File: config.mk
export PLATFORM = sky130hd
export DESIGN_NAME = h14tx_period_scheduler
export DESIGN_NICKNAME = d
export VERILOG_FILES = /design/src/rtl/h14tx_pkg.sv /design/src/rtl/h14tx_timing_delay.sv /design/src/rtl/h14tx_period_scheduler.sv
export SDC_FILE = /design/constraint.sdc
export NUM_CORES = 1
export LEC_CHECK = 0
export ABC_CLOCK_PERIOD_IN_PS = 3600
export CAP_MARGIN = 20
export CORE_MARGIN = 8
export CORE_UTILIZATION = 65
export CTS_CLUSTER_DIAMETER = 80
export DETAILED_ROUTE_END_ITERATION = 8
export DONT_BUFFER_PORTS = 1
export GPL_TIMING_DRIVEN = 0
export HOLD_SLACK_MARGIN = 0.08
export PLACE_DENSITY_LB_ADDON = 0.1
export RECOVER_POWER = 50
export SLEW_MARGIN = 20
export SYNTH_ARGS = -nofsm -noshare
export SYNTH_HDL_FRONTEND = slang
export SYNTH_SLANG_ARGS = --single-unit
File: constraint.sdc
create_clock -name clk -period 3.6 [get_ports clk]
set_clock_uncertainty 0.05 [all_clocks]
set_input_delay 0.54 -clock clk [delete_from_list [all_inputs] [get_ports clk]]
set_output_delay 0.54 -clock clk [all_outputs]
set_load 0.1 [all_outputs]
File: src/rtl/h14tx_pkg.sv
//------------------------------------------------------------------------------
// Module      : h14tx_pkg
// Description : Shared types and constants for the HDMI 1.4 TX link sequencer.
// Revision    : 1.0 - initial release
//------------------------------------------------------------------------------
`default_nettype none

package h14tx_pkg;

    typedef enum logic [2:0] {
        Control            = 3'd0,
        VideoPreamble      = 3'd1,
        VideoGuard         = 3'd2,
        VideoActive        = 3'd3,
        DataIslandPreamble = 3'd4,
        DataIslandGuard    = 3'd5,
        DataIslandActive   = 3'd6
    } period_t;

    typedef logic [1:0] ctl_t;

    localparam int c_PreambleLen = 8;
    localparam int c_GuardLen    = 2;
    localparam int c_PacketLen   = 32;
    localparam int c_LookAhead   = 10;
    localparam int c_LeadCtl     = 4;

    // {CTL3,CTL2,CTL1,CTL0}
    localparam logic [3:0] c_CtlVideoPre  = 4'b0001;
    localparam logic [3:0] c_CtlIslandPre = 4'b0101;

    typedef enum logic [2:0] {
        Ctl      = 3'd0,
        IslPre   = 3'd1,
        IslLead  = 3'd2,
        IslAct   = 3'd3,
        IslTrail = 3'd4,
        Vpre     = 3'd5,
        Vgrd     = 3'd6,
        Vact     = 3'd7
    } sched_state_t;

endpackage

`default_nettype wire

File: src/rtl/h14tx_timing_delay.sv
//------------------------------------------------------------------------------
// Module      : h14tx_timing_delay
// Description : Shift register for timing signals exposing every tap.
// Revision    : 1.0 - initial release
//------------------------------------------------------------------------------
`default_nettype none

module h14tx_timing_delay #(
    parameter int DEPTH = 10,
    parameter int WIDTH = 3
) (
    input  logic                   clk,
    input  logic                   rst_n,
    input  logic [WIDTH-1:0]       din_i,
    output logic [DEPTH*WIDTH-1:0] taps_o
);

    logic [WIDTH-1:0] stage_q [DEPTH];

    always_ff @(posedge clk or negedge rst_n) begin
        if (!rst_n) begin
            for (int i = 0; i < DEPTH; i++) begin
                stage_q[i] <= '0;
            end
        end else begin
            stage_q[0] <= din_i;
            for (int i = 1; i < DEPTH; i++) begin
                stage_q[i] <= stage_q[i-1];
            end
        end
    end

    // Tap g holds the input delayed by g+1 cycles.
    generate
        for (genvar g = 0; g < DEPTH; g++) begin : g_tap
            assign taps_o[g*WIDTH +: WIDTH] = stage_q[g];
        end
    endgenerate

endmodule

`default_nettype wire

File: src/rtl/h14tx_period_scheduler.sv
//------------------------------------------------------------------------------
// Module      : h14tx_period_scheduler
// Description : Per-cycle HDMI period/CTL sequencer with data island scheduling.
// Revision    : 1.0 - initial release
//------------------------------------------------------------------------------
`default_nettype none

module h14tx_period_scheduler
    import h14tx_pkg::*;
#(
    parameter int HBLANK   = 370,
    parameter int MAX_PKTS = 18
) (
    input  logic        clk,
    input  logic        rst_n,
    input  logic        de_i,
    input  logic        hsync_i,
    input  logic        vsync_i,
    input  logic        pkt_valid,
    output period_t     period,
    output ctl_t        ctl0,
    output ctl_t        ctl1,
    output ctl_t        ctl2,
    output logic        hsync_o,
    output logic        vsync_o,
    output logic        pkt_ack,
    output logic [4:0]  pkt_phase,
    output logic        island_first,
    output logic        err
);

    localparam int c_NpktRaw = (HBLANK - 30) / 32;
    localparam int c_Npkt    = (c_NpktRaw < MAX_PKTS) ? c_NpktRaw : MAX_PKTS;
    localparam int c_CntW    = $clog2(HBLANK + 1);
    localparam int c_PcntW   = $clog2(MAX_PKTS + 1);

    logic [c_LookAhead*3-1:0] w_taps;
    logic [c_LookAhead:0]     w_de_at;
    logic                     w_unused_taps;
    sched_state_t             w_vstate;

    h14tx_timing_delay #(.DEPTH(c_LookAhead), .WIDTH(3)) u_delay (
        .clk    (clk),
        .rst_n  (rst_n),
        .din_i  ({vsync_i, hsync_i, de_i}),
        .taps_o (w_taps)
    );

    // w_de_at[j] is DE j cycles after the output position being computed.
    generate
        for (genvar g = 0; g < c_LookAhead; g++) begin : g_win
            assign w_de_at[g] = w_taps[(c_LookAhead-1-g)*3];
        end
    endgenerate
    assign w_de_at[c_LookAhead] = de_i;
    assign w_unused_taps        = ^w_taps;

    always_comb begin
        w_vstate = Ctl;
        if (w_de_at[0])                      w_vstate = Vact;
        else if (w_de_at[1] || w_de_at[2])   w_vstate = Vgrd;
        else if (|w_de_at[c_LookAhead:3])    w_vstate = Vpre;
    end

    sched_state_t        state_q, state_d;
    logic [2:0]          gcnt_q, gcnt_d;
    logic [4:0]          phase_q, phase_d;
    logic [c_PcntW-1:0]  pcnt_q, pcnt_d;
    logic [c_CntW-1:0]   blank_cnt_q, blank_cnt_d;
    logic                done_q, done_d;
    logic                err_q, err_d;
    period_t             period_q, w_period;
    logic [3:0]          ctl_pre_q, w_ctl_pre;
    logic [1:0]          sync_q;
    logic                ack_q, w_ack, first_q, w_first;
    logic [4:0]          phase_out_q, w_phase;
    logic                w_grant;

    assign w_grant = (blank_cnt_q == c_CntW'(c_LeadCtl - 1)) && !done_q && pkt_valid
                     && (c_Npkt > 0);

    always_comb begin
        state_d   = state_q;
        gcnt_d    = gcnt_q;
        phase_d   = phase_q;
        pcnt_d    = pcnt_q;
        done_d    = done_q;
        err_d     = err_q;
        w_period  = Control;
        w_ctl_pre = '0;
        w_ack     = 1'b0;
        w_first   = 1'b0;
        w_phase   = '0;
        if (w_vstate != Ctl) begin
            // Video always wins; a pending island is cut short.
            state_d = Ctl;
            case (w_vstate)
                Vact:    w_period = VideoActive;
                Vgrd:    w_period = VideoGuard;
                default: begin
                    w_period  = VideoPreamble;
                    w_ctl_pre = c_CtlVideoPre;
                end
            endcase
            if (state_q != Ctl) begin
                err_d  = 1'b1;
                done_d = 1'b1;
            end
        end else begin
            case (state_q)
                IslPre: begin
                    w_period  = DataIslandPreamble;
                    w_ctl_pre = c_CtlIslandPre;
                    if (gcnt_q == 3'(c_PreambleLen - 1)) begin
                        state_d = IslLead;
                        gcnt_d  = '0;
                    end else begin
                        gcnt_d = gcnt_q + 3'd1;
                    end
                end
                IslLead: begin
                    w_period = DataIslandGuard;
                    if (gcnt_q == 3'(c_GuardLen - 1)) begin
                        state_d = IslAct;
                        phase_d = '0;
                        pcnt_d  = c_PcntW'(1);
                    end else begin
                        gcnt_d = gcnt_q + 3'd1;
                    end
                end
                IslAct: begin
                    w_period = DataIslandActive;
                    w_phase  = phase_q;
                    w_ack    = (phase_q == '0);
                    w_first  = (phase_q == '0) && (pcnt_q == c_PcntW'(1));
                    if (phase_q == 5'(c_PacketLen - 1)) begin
                        if (pkt_valid && (pcnt_q < c_PcntW'(c_Npkt))) begin
                            phase_d = '0;
                            pcnt_d  = pcnt_q + c_PcntW'(1);
                        end else begin
                            state_d = IslTrail;
                            gcnt_d  = '0;
                        end
                    end else begin
                        phase_d = phase_q + 5'd1;
                    end
                end
                IslTrail: begin
                    w_period = DataIslandGuard;
                    if (gcnt_q == 3'(c_GuardLen - 1)) begin
                        state_d = Ctl;
                        done_d  = 1'b1;
                    end else begin
                        gcnt_d = gcnt_q + 3'd1;
                    end
                end
                default: begin
                    if (w_grant) begin
                        state_d = IslPre;
                        gcnt_d  = '0;
                    end
                end
            endcase
        end
        // Re-arm on a new line, or after a full blanking window with no DE.
        if (w_de_at[0] || (blank_cnt_q == c_CntW'(HBLANK))) begin
            done_d = 1'b0;
        end
    end

    always_comb begin
        blank_cnt_d = blank_cnt_q + c_CntW'(1);
        if (w_de_at[0] || (blank_cnt_q == c_CntW'(HBLANK))) begin
            blank_cnt_d = '0;
        end
    end

    always_ff @(posedge clk or negedge rst_n) begin
        if (!rst_n) begin
            state_q     <= Ctl;
            gcnt_q      <= '0;
            phase_q     <= '0;
            pcnt_q      <= '0;
            blank_cnt_q <= '0;
            done_q      <= 1'b0;
            err_q       <= 1'b0;
            period_q    <= Control;
            ctl_pre_q   <= '0;
            sync_q      <= '0;
            ack_q       <= 1'b0;
            first_q     <= 1'b0;
            phase_out_q <= '0;
        end else begin
            state_q     <= state_d;
            gcnt_q      <= gcnt_d;
            phase_q     <= phase_d;
            pcnt_q      <= pcnt_d;
            blank_cnt_q <= blank_cnt_d;
            done_q      <= done_d;
            err_q       <= err_d;
            period_q    <= w_period;
            ctl_pre_q   <= w_ctl_pre;
            sync_q      <= {w_taps[(c_LookAhead-1)*3+2], w_taps[(c_LookAhead-1)*3+1]};
            ack_q       <= w_ack;
            first_q     <= w_first;
            phase_out_q <= w_phase;
        end
    end

    assign period       = period_q;
    assign ctl0         = sync_q;
    assign ctl1         = ctl_pre_q[1:0];
    assign ctl2         = ctl_pre_q[3:2];
    assign hsync_o      = sync_q[0];
    assign vsync_o      = sync_q[1];
    assign pkt_ack      = ack_q;
    assign pkt_phase    = phase_out_q;
    assign island_first = first_q;
    assign err          = err_q;

endmodule

`default_nettype wire

# After elaboration in Yosys (flattened, before gate mapping)
# Cells that the tools add are included.
# totals
wordCells	120
ff_bits	73
output_inout_bits	19
in_bits	6
# op_classes
eq_ne	24
reduce_logical	24
n_addsub	4
bitwise	1
n_lt_le_gt_ge	1
n_mux	43
# ops
op	n
two-way mux 3 bit	17
two-way mux 5 bit	8
one-hot mux 5 bit (2 select lines)	2
inequality test 3 bit, second input constant	6
one-hot mux 3 bit (3 select lines)	2
== test 3 bit, second input constant	4
one-hot mux 3 bit (4 select lines)	1
nonzero test 3 bit	4
adder 5 x 1 -> 5 bit, second input constant	2
two-way mux 1 bit	10
inequality test 2 bit, second input constant	5
AND reduction 5 bit	2
adder 9 x 1 -> 9 bit, second input constant	1
== test 9 x 2 -> 1 bit, second input constant	1
== test 9 bit, second input constant	1
two-way mux 9 bit	1
OR reduction 8 bit	1
== test 3 x 1 -> 1 bit, second input constant	2
== test 3 x 2 -> 1 bit, second input constant	2
AND reduction 6 bit	1
nonzero test 6 bit	1
== test 5 x 1 -> 1 bit, second input constant	1
== test 5 bit, second input constant	1
zero test 5 bit	1
other kinds (15)	20

# Logic depth before layout (Yosys ltp)
# Gate-level depths: netlist of the first run.
# logic_depth
ltp_word	8
ltp_mapped	9
mapped_depth_nobuf	8

# Hierarchy
# From an unflattened synthesis of the first run, not the netlist that was laid out.
# unflattened
hier_cells	237
area_unflattened_um2	2896.5
# by_module_without_submodules
module	n_inst	cells_per_inst	area_each_um2	seq_area_each_um2
h14tx_period_scheduler	1	207	2145.8	1026.0
h14tx_timing_delay	1	30	750.7	750.7

# Worst setup path after synthesis of the first run
# No wires, ideal clock.
# synth_timing
kind	register to register
startpoint	register phase_q[0]
endpoint	register phase_q[3]
setup_time_ps	78
n_path_buf	1
path_slack_ps	1432
t_arrival_ps	2040
period_less_slack_ps	2168
required_time_ps	3472
stages_incl_launch_ff	10
path_cell_list	dfrtp_1 > ha_1 > and3_1 > ha_1 > inv_1 > a211oi_1 > or3_1 > clkbuf_1 > or3_1 > a21oi_1
# synth_via
elab_chain_len	3
elab_cells_between_ends	6
cone_classes	1 x add/sub; 2 x eq/ne; 2 x mux; 1 x reduce/logical
# synth_lines
element	line_no	source
from (decl)	h14tx_period_scheduler.sv:67	logic [4:0] phase_q, phase_d;
from (signal assigned)	h14tx_period_scheduler.sv:196	phase_q <= phase_d;
adder 5 x 1 -> 5 bit / == test 5 bit (equally long branches)	h14tx_period_scheduler.sv:145, h14tx_period_scheduler.sv:136	
two-way mux 5 bit / inequality test 3 bit (equally long branches)	n/a	
one-hot mux 5 bit (2 select lines) / AND reduction 4 bit (equally long branches)	n/a	
# Parallel ways exist; a longest one is shown, timed or not.
# A chain may end at the register's enable or synchronous reset.

# Worst setup path in the final report of the first run
# Ends and elaborated chain as after synthesis.

==> summary.md, run 1 <==
| Metric | Value |
|---|---|
| Most used DFF post-synth | `dfrtp_1` |
| Yosys warns | `0` |
| Buffers on Ports | `0` |
| Mapped Cells | `241` |
| Starting DRT DRC Count | `97` |
| Worst min path class | `in2reg` |
| Clock Path Buffers | `2` |
| #FFs+latches synth | `71` |
| TNS Setup | `0 ps` |
| Tot GR Track Use | `0.162` |
| Row count | `24` |
| CTS tree | `built` |
| Startpoint Class | `register` |
| Post-CTS sizing | `0` |
| Mean Syn Cell Area | `11.9 um2` |
| Worst hold slack | `168 ps` |
| Sequential share of the synthesized area | `0.622` |
| Met2 global-route usage | `0.223` |
| H-tree Lvls | `3` |
| Dpl hpwl | `3120 um` |
| Pre-CTS setup slack | `1260 ps` |
| Worst-path fanout max | `7` |
| Worst Setup SP | `phase_q[0]` |
| CP peak stage delay | `420 ps` |
| EDFF count, synth | `0` |
| Core Box Area | `0.00429 mm2` |
| Antenna violations before repair | `0` |
| Max transition margin | `-0.0996` |
| Fin crit period | `2410 ps` |
| Vias/cell | `5.70` |
| Clk slew on worst S/H paths | `80 ps` |
| Fillers | `285` |
| Post-synthesis cell area | `0.00286 mm2` |
| Root buf cell | `clkbuf_8` |
| Crit share post-route | `0.668` |
| Cell Chain, Critical Path | `ha_1, and3_1, ha_1, inv_1, a211oi_1, or3_1, clkbuf_1, or3_1, a21oi_1` |
| Endpoint kind of the worst setup timing path | `register` |
| Leading cell types by total area after synthesis | `dfrtp_1, ha_1, nor2_1` |
| Worst-margin pin slew | `1650 ps` |
| Initial core utilization | `0.666` |
| Wirelength per Cell | `15.5 um` |
| Vias in the first global route | `1722` |
| GRT Max-Usage Layer | `met2` |
| Setup violators final | `0` |
| Grt met1 use | `0.218` |
| Ant. Diodes | `0` |
| Routability cong. | `0.868` |
| CP arrival | `2620 ps` |
| Failing checks | `capacitance limit, slew limit` |
| Critical R2R Launch | `phase_q[0]` |
| CTS sink cnt | `71` |
| Setup ws final | `1190 ps` |
| Top delay family on crit path | `simple AND/OR/NAND/NOR gates` |
| Pwr per Cell Area | `508 mW/mm2` |
| Power, Total | `0.00161 W` |
| Worst Path Required | `3810 ps` |
| Remaining Overflow, GRT | `0` |
| Io pins | `25` |
| CP max-delay cell | `dfrtp_1` |
| CTS buffer count | `9` |
| Unrepaired setup endpoints after global routing | `no` |
| Global-route wire length before repair | `8180 um` |
| Min-delay src | `de_i` |
| Leading area contributor after synthesis | `dfrtp_1` |
| Final Hold Fails | `0` |
| Die ar. | `0.00677 mm2` |
| Largest net degree at the start of global routing | `72` |
| Fmax | `416 MHz` |
| Setup CP Type | `reg2reg` |
| Reported leakage power | `1.44 nW` |
| Layout Nets | `271` |
| Share of cells above drive strength 1 | `0.127` |
| Asr flop ratio synth | `1.00` |
| Status | `finished, violations left` |
| Die Span X | `82.3 um` |
| Synth-to-layout area growth | `10.7%` |
| Detailed Route WL | `4830 um` |
| Clock latency at the later pin of the worst-skew pair | `350 ps` |
| Max Cap Violations | `1` |
| Met3 Use GR | `0.0660` |
| ANT nets after route | `0` |
| Die height | `82.3 um` |
| Most numerous cell in the Yosys netlist | `dfrtp_1` |
| DRC viols | `0` |
| Slew Viols, Final | `72` |
| Netlist cell types | `47` |
| Vias | `1777` |
| CP Buf/Inv Count | `2` |
| VDD IR max | `357 uV` |
| Share of the synthesized area in the top cell type | `0.622` |
| Post-synth top cells | `dfrtp_1, nor2_1, o21ai_0, nand2_1` |
| First-pass DRT Iterations | `4` |
-- worst reg2reg max path, cell delays in order (launching register included) --
cell      delay [ps]
dfrtp_1          420
ha_1             230
and3_1           180
ha_1             230
inv_1            140
a211oi_1          70
or3_1            350
clkbuf_1         170
or3_1            330
a21oi_1          170
-- registers in the layout, summed over array words and instances (netlist names) --
register / flops
blank_cnt_q: 9
ctl0: 2
ctl_pre_q: 2
done_q: 1
err: 1
gcnt_q: 3
island_first: 1
pcnt_q: 5
period: 3
phase_q: 5
pkt_ack: 1
pkt_phase: 5
state_q: 3
u_delay.taps_o: 30
-- metrics by stage --
step	utilization	cells	area, um2
2_1_floorplan	-	242	2860
3_3_place_gp	0.682	294	2930
3_5_place_dp	0.682	294	2930
4_1_cts	0.742	312	3190
5_1_grt	0.737	312	3160
6_report	0.737	312	3160
-- kinds of logic after synthesis --
family | after synthesis | synth area share
muxes | 2 | 0.00788
and+or+nand+nor | 82 | 0.162
DFF | 71 | 0.622
xor gates and xnor gates | 9 | 0.0276
AOI/OAI and AO/OA | 43 | 0.0985
adders and majority gates | 10 | 0.0438
other | 1 | 0.00131
buffers and inverters | 23 | 0.0372
-- cell type report --
type	instances	area, um2	share of cell area
flip-flops and latches	71	1780	0.562
multi-input cells	148	978	0.309
clock buffers	10	128	0.0403
clock inverters	6	93.8	0.0297
plain buffers	13	68.8	0.0218
well taps	52	65.1	0.0206
inverters	10	37.5	0.0119
repair buffers	2	15.0	0.00475
-- timing repair --
item / in CTS / in global routing
setup endpoints to repair: 0 / 0
endpoints found under the hold margin: 71 / 0
setup buffers: 0 / 0
hold buffers: 2 / 0
-- per-layer routing --
metal | wire [um] | part of all wire
met5 | 0 | 0
met3 | 413 | 0.085
met2 | 2030 | 0.42
met1 | 2290 | 0.47
met4 | 90 | 0.019
-- final timing paths --
check,endpoint,slack [ps],depth (start not counted)
worst max-delay path,phase_q[3],1190,9
worst min-delay path,u_delay.taps_o[0],170,0
max in group asynchronous,pcnt_q[0],1420,2
worst max register to register,phase_q[3],1190,9
min in group asynchronous,u_delay.taps_o[14],1110,2
worst min register to register,ctl0[0],300,0
-- placed cells by master (no fill, tap or decap), types with 2 or more instances in the layout --
cell type,count
dfrtp_1,71
nor2_1,24
o21ai_0,13
nand2_1,11
inv_1,10
a21oi_1,10
ha_1,10
clkbuf_8,9
and3_1,8
nand3_1,6
nor3_1,6
clkbuf_1,6
xnor2_1,6
or3_1,5
buf_2,4
nand2b_1,4
a211oi_1,4
buf_4,4
xor2_1,3
nor2b_1,3
nor4_4,2
and2_1,2
and4b_1,2
nor4_1,2
o22a_1,2
mux2_2,2
conb_1,2
bufinv_16,2
clkinv_4,2
-- power breakdown --
group	leakage, nW	switching, W	internal, W
clock network	0.107	0.000306	0.000395
logic	0.440	0.0000412	0.0000111
registers	0.897	0.0000344	0.000819
total	1.44	0.000381	0.00123
(Power assumes the default switching activity.)
==> run 2: changes to the inputs <==
--- a/config.mk
+++ b/config.mk
@@ -5,10 +5,10 @@
 export SDC_FILE = /design/constraint.sdc
 export NUM_CORES = 1
 export LEC_CHECK = 0
-export ABC_CLOCK_PERIOD_IN_PS = 3600
+export ABC_CLOCK_PERIOD_IN_PS = 2400
 export CAP_MARGIN = 20
 export CORE_MARGIN = 8
-export CORE_UTILIZATION = 65
+export CORE_UTILIZATION = 62
 export CTS_CLUSTER_DIAMETER = 80
 export DETAILED_ROUTE_END_ITERATION = 8
 export DONT_BUFFER_PORTS = 1
==> constraint.sdc (replaced) <==
create_clock -name clk -period 2.4 [get_ports clk]
set_clock_uncertainty 0.05 [all_clocks]
set_input_delay 0.36 -clock clk [delete_from_list [all_inputs] [get_ports clk]]
set_output_delay 0.36 -clock clk [all_outputs]
set_load 0.1 [all_outputs]
==> summary.md, run 2 (synthesis gave the netlist of run 1 again) <==
| Metric | Value |
|---|---|
| Status | `complete, no violations` |
| Io pins | `25` |
| Worst min path class | `in2reg` |
| Row count | `24` |
| Vias in the first global route | `1861` |
| Buffers on Ports | `0` |
| First-pass DRT Iterations | `4` |
| Max Cap Violations | `0` |
| Unrepaired setup endpoints after global routing | `no` |
| Wirelength per Cell | `15.8 um` |
| Root buf cell | `clkbuf_8` |
| Cell Chain, Critical Path | `ha_1, and3_1, ha_1, inv_2, a211oi_1, or3_4, or3_1, a21oi_1` |
| Critical R2R Launch | `phase_q[0]` |
| Pre-CTS setup slack | `67.0 ps` |
| Dpl hpwl | `3190 um` |
| Most frequent cells in the layout | `dfrtp_1, nor2_1, o21ai_0` |
| Routability cong. | `0.785` |
| Setup ws final | `175 ps` |
| CP max-delay cell | `dfrtp_1` |
| Synth-to-layout area growth | `10.6%` |
| CTS buffer count | `9` |
| Fillers | `293` |
| Min-delay src | `de_i` |
| Global-route wire length before repair | `8390 um` |
| CTS sink cnt | `71` |
| Vias/cell | `5.74` |
| Final Hold Fails | `0` |
| CP arrival | `2440 ps` |
| ANT nets after route | `0` |
| Reg area | `0.00178 mm2` |
| Core Box Area | `0.00438 mm2` |
| Slew Viols, Final | `0` |
| Fmax | `449 MHz` |
| Setup CP Type | `reg2reg` |
| Multi-input gate area in the final layout | `988 um2` |
| Worst-path fanout max | `7` |
| Pwr per Cell Area | `704 mW/mm2` |
| CTS tree | `built` |
| Worst path most repeated cell | `ha_1` |
| Largest net degree at the start of global routing | `72` |
| VDD IR max | `668 uV` |
| Tot GR Track Use | `0.147` |
| Die height | `83.9 um` |
| Endpoint kind of the worst setup timing path | `register` |
| Die ar. | `0.00704 mm2` |
| Share of cells above drive strength 1 | `0.137` |
| H-tree Lvls | `3` |
| Power, Total | `0.00222 W` |
| Layout Nets | `273` |
| Antenna violations before repair | `0` |
| Top delay family on crit path | `simple AND/OR/NAND/NOR gates` |
| Clock latency at the later pin of the worst-skew pair | `340 ps` |
| Setup violators final | `0` |
| Die Span X | `83.9 um` |
| Crit share post-route | `0.927` |
| Startpoint Class | `register` |
| Worst r2r path cells | `8` |
| Max FFs per register | `30` |
| TNS Setup | `0 ps` |
| Max transition margin | `0.0110` |
| Starting DRT DRC Count | `123` |
| Initial core utilization | `0.652` |
| Detailed Route WL | `4950 um` |
| Commonest non-fill, non-tap cell in the layout | `dfrtp_1` |
| CP peak stage delay | `430 ps` |
| Fin crit period | `2230 ps` |
| Worst-margin pin slew | `1480 ps` |
| DRC viols | `0` |
| Reported leakage power | `1.44 nW` |
| Remaining Overflow, GRT | `0` |
| Hold depth | `3` |
| Worst Setup SP | `phase_q[0]` |
| Worst Path Required | `2620 ps` |
| CP Buf/Inv Count | `1` |
| Crit path depth | `8` |
| Clk slew on worst S/H paths | `70 ps` |
| Vias | `1802` |
| Clock Path Buffers | `2` |
| Ant. Diodes | `0` |
==> run 2: cell count changes in the layout (fill, tap and decap cells not counted), sizes merged <==
| cell | before | now |
|---|---|---|
| clkinvlp | 1 | 2 |
| dlygate4sd3 | 1 | 4 |
| buf | 8 | 9 |
| bufinv | 2 | 0 |
| clkinv | 2 | 1 |
==> run 2: worst paths after layout <==
kind / to / slack (ps)
setup / recovery: phase_q[3] / 170
hold / removal: ctl_pre_q[0] / 260
setup reg to reg: phase_q[3] / 170
hold reg to reg: u_delay.taps_o[14] / 300
max in group asynchronous: u_delay.taps_o[28] / 490
min in group asynchronous: gcnt_q[0] / 920
==> run 2: through the flow <==
| step | instances | area, um2 | hold slack, ps | util |
|---|---|---|---|---|
| 4_1_cts | 315 | 3180 | 237 | 0.725 |
| 6_report | 314 | 3160 | 257 | 0.721 |
| 3_5_place_dp | 294 | 2930 | 16.1 | 0.668 |
| 5_1_grt | 314 | 3160 | 262 | 0.721 |
| 3_3_place_gp | 294 | 2930 | 16.1 | 0.668 |
| 2_1_floorplan | 242 | 2860 | 14.4 | - |
==> run 2: cell type report <==
class / instances / area share
Sequential cell: 71 / 0.562
Multi-Input combinational cell: 148 / 0.313
Clock buffer: 12 / 0.0491
Buffer: 12 / 0.0206
Tap cell: 52 / 0.0206
Timing Repair Buffer: 5 / 0.0142
Inverter: 10 / 0.0119
Clock inverter: 4 / 0.00910
==> run 2: what timing repair did <==
action                     in CTS  in global routing
hold buffers                    5                  0
hold endpoints to repair       74                  0
resized for setup               0                  3
setup buffers                   0                  0
setup endpoints to repair       0                  3
==> run 2: where the power goes <==
part           switching (W)  internal, W  total [W]  leakage (nW)
Sequential         0.0000518      0.00123    0.00128         0.897
Clock               0.000429     0.000433   0.000862        0.0890
Combinational      0.0000618    0.0000198  0.0000816         0.454
==> run 2: per-layer routing <==
layer | track usage | wire length [um] | vias up | part of all wire
met4 | 0.0785 | 116 | 0 | 0.023
met3 | 0.0488 | 308 | 19 | 0.062
met5 | 0 | 0 | - | 0
met2 | 0.222 | 2230 | 65 | 0.45
met1 | 0.180 | 2290 | 858 | 0.46
li1 | - | - | 860 | -
==> run 2: worst min-delay path: stages <==
cell and delay, ps:
nor4_4 30, nand2_1 80, o21a_1 130
==> run 3: changes to the inputs <==
--- a/config.mk
+++ b/config.mk
@@ -5,15 +5,16 @@
 export SDC_FILE = /design/constraint.sdc
 export NUM_CORES = 1
 export LEC_CHECK = 0
-export ABC_CLOCK_PERIOD_IN_PS = 2400
+export ABC_CLOCK_PERIOD_IN_PS = 2750
 export CAP_MARGIN = 20
 export CORE_MARGIN = 8
-export CORE_UTILIZATION = 62
+export CORE_UTILIZATION = 65
 export CTS_CLUSTER_DIAMETER = 80
 export DETAILED_ROUTE_END_ITERATION = 8
 export DONT_BUFFER_PORTS = 1
 export GPL_TIMING_DRIVEN = 0
 export HOLD_SLACK_MARGIN = 0.08
+export MAX_ROUTING_LAYER = met4
 export PLACE_DENSITY_LB_ADDON = 0.1
 export RECOVER_POWER = 50
 export SLEW_MARGIN = 20
==> constraint.sdc (replaced) <==
create_clock -name clk -period 2.75 [get_ports clk]
set_clock_uncertainty 0.05 [all_clocks]
set_input_delay 0.4125 -clock clk [delete_from_list [all_inputs] [get_ports clk]]
set_output_delay 0.4125 -clock clk [all_outputs]
set_load 0.1 [all_outputs]
==> summary.md, run 3 (synthesis gave the netlist of run 1 again) <==
| Metric | Value |
|---|---|
| Reported leakage power | `1.46 nW` |
| Hold_buf cts | `5` |
| Buffers on Ports | `0` |
| Unrepaired setup endpoints after global routing | `no` |
| Pre-CTS setup slack | `413 ps` |
| Critical R2R Launch | `phase_q[0]` |
| Die ar. | `0.00677 mm2` |
| CTS sink cnt | `71` |
| Setup CP Type | `reg2reg` |
| Vias/cell | `5.61` |
| Fmax | `416 MHz` |
| Clock Path Buffers | `2` |
| Crit path depth | `9` |
| Postcts setup bufs | `0` |
| CP arrival | `2620 ps` |
| Ant. Diodes | `0` |
| Antenna violations before repair | `0` |
| Initial core utilization | `0.666` |
| Failing checks | `capacitance limit, slew limit` |
| Worst Setup SP | `phase_q[0]` |
| Setup violators final | `0` |
| Max FFs per register | `30` |
| Worst Path Required | `2960 ps` |
| Core Box Area | `0.00429 mm2` |
| Startpoint Class | `register` |
| VDD IR max | `468 uV` |
| TNS Setup | `0 ps` |
| Largest net degree at the start of global routing | `72` |
| Dpl hpwl | `3120 um` |
| Share of cells above drive strength 1 | `0.125` |
| Crit share post-route | `0.874` |
| Clk slew on worst S/H paths | `80 ps` |
| ANT nets after route | `0` |
| H-tree Lvls | `3` |
| Pwr per Cell Area | `659 mW/mm2` |
| Global-route wire length before repair | `8210 um` |
| Commonest non-fill, non-tap cell in the layout | `dfrtp_1` |
| Die Span X | `82.3 um` |
| Layout Nets | `274` |
| Worst-path fanout max | `7` |
| Worst min path class | `in2reg` |
| Routability cong. | `0.882` |
| Clock latency at the later pin of the worst-skew pair | `340 ps` |
| Row count | `24` |
| Setup ws final | `346 ps` |
| Cell Chain, Critical Path | `ha_1, and3_1, ha_1, inv_1, a211oi_1, or3_1, clkbuf_1, or3_1, a21oi_1` |
| R2R Path End | `phase_q[3]` |
| Post-CTS sizing | `0` |
| DRC viols | `0` |
| CTS buffer count | `9` |
| Remaining Overflow, GRT | `0` |
| Placed inst area | `0.00293 mm2` |
| Slew Viols, Final | `72` |
| Io pins | `25` |
| Max transition margin | `-0.0996` |
| R2R setup slack | `350 ps` |
| Wirelength per Cell | `15.5 um` |
| CP max-delay cell | `dfrtp_1` |
| Detailed Route WL | `4890 um` |
| Worst-margin pin slew | `1650 ps` |
| Final Hold Fails | `0` |
| Synth-to-layout area growth | `11.7%` |
| Vias in the first global route | `1730` |
| CTS tree | `built` |
| Root buf cell | `clkbuf_8` |
| Endpoint kind of the worst setup timing path | `register` |
| Max Cap Violations | `1` |
| CP peak stage delay | `420 ps` |
| Top delay family on crit path | `simple AND/OR/NAND/NOR gates` |
| Tot GR Track Use | `0.167` |
| Status | `finished, violations left` |
| CP Buf/Inv Count | `2` |
| Vias | `1768` |
| First-pass DRT Iterations | `4` |
| Most frequent cells in the layout | `dfrtp_1, nor2_1, o21ai_0` |
| Worst setup path end | `phase_q[3]` |
| Fin crit period | `2400 ps` |
| Finished layout cell area | `0.00319 mm2` |
| Die height | `82.3 um` |
| Starting DRT DRC Count | `98` |
| Worst r2r path cells | `9` |
==> run 3: tightest hold or removal path, cell delays in order <==
cell and delay [ps]:
nor4_4 30, nand2_1 80, o21a_1 120
==> run 3: how the worst min path moves through the flow <==
stage,startpoint,endpoint,slack [ps],cells after the start
CTS,de_i,ctl_pre_q[0],270,3
detailed placement,rst_n,u_delay.taps_o[5],70,0
global route,de_i,ctl_pre_q[0],290,3
floorplan,rst_n,blank_cnt_q[0],70,0
finish,de_i,ctl_pre_q[0],280,3
global placement,rst_n,u_delay.taps_o[2],70,0
==> run 3: stage by stage <==
| step | hold WS [ps] | instances | power (W) | utilization |
|---|---|---|---|---|
| 6_report | 275 | 315 | 0.00211 | 0.744 |
| 5_1_grt | 291 | 315 | 0.00218 | 0.744 |
| 3_5_place_dp | 68.5 | 294 | 0.00119 | 0.682 |
| 3_3_place_gp | 68.8 | 294 | 0.00118 | 0.682 |
| 4_1_cts | 267 | 315 | 0.00213 | 0.749 |
| 2_1_floorplan | 66.9 | 242 | 0.00118 | - |
==> run 3: area by class of cell <==
cell class | instances | area (um2)
Buffer | 13 | 68.8
Inverter | 10 | 37.5
Clock buffer | 10 | 128
Sequential cell | 71 | 1780
Tap cell | 52 | 65.1
Fill cell | 282 | 1100
Multi-Input combinational cell | 148 | 978
Timing Repair Buffer | 5 | 45.0
Clock inverter | 6 | 93.8
==> run 3: layer usage <==
layer	wire length [um]	GRT usage
met5	0	-
met4	90	0.0737
met3	346	0.0617
met2	2050	0.224
met1	2410	0.222
==> run 3: report_power, final <==
group	switching, W	total [W]	internal, W	leakage [nW]
registers	0.0000451	0.00112	0.00107	0.897
logic	0.0000546	0.0000718	0.0000173	0.453
clock network	0.000399	0.000916	0.000517	0.107
total	0.000499	0.00211	0.00161	1.46
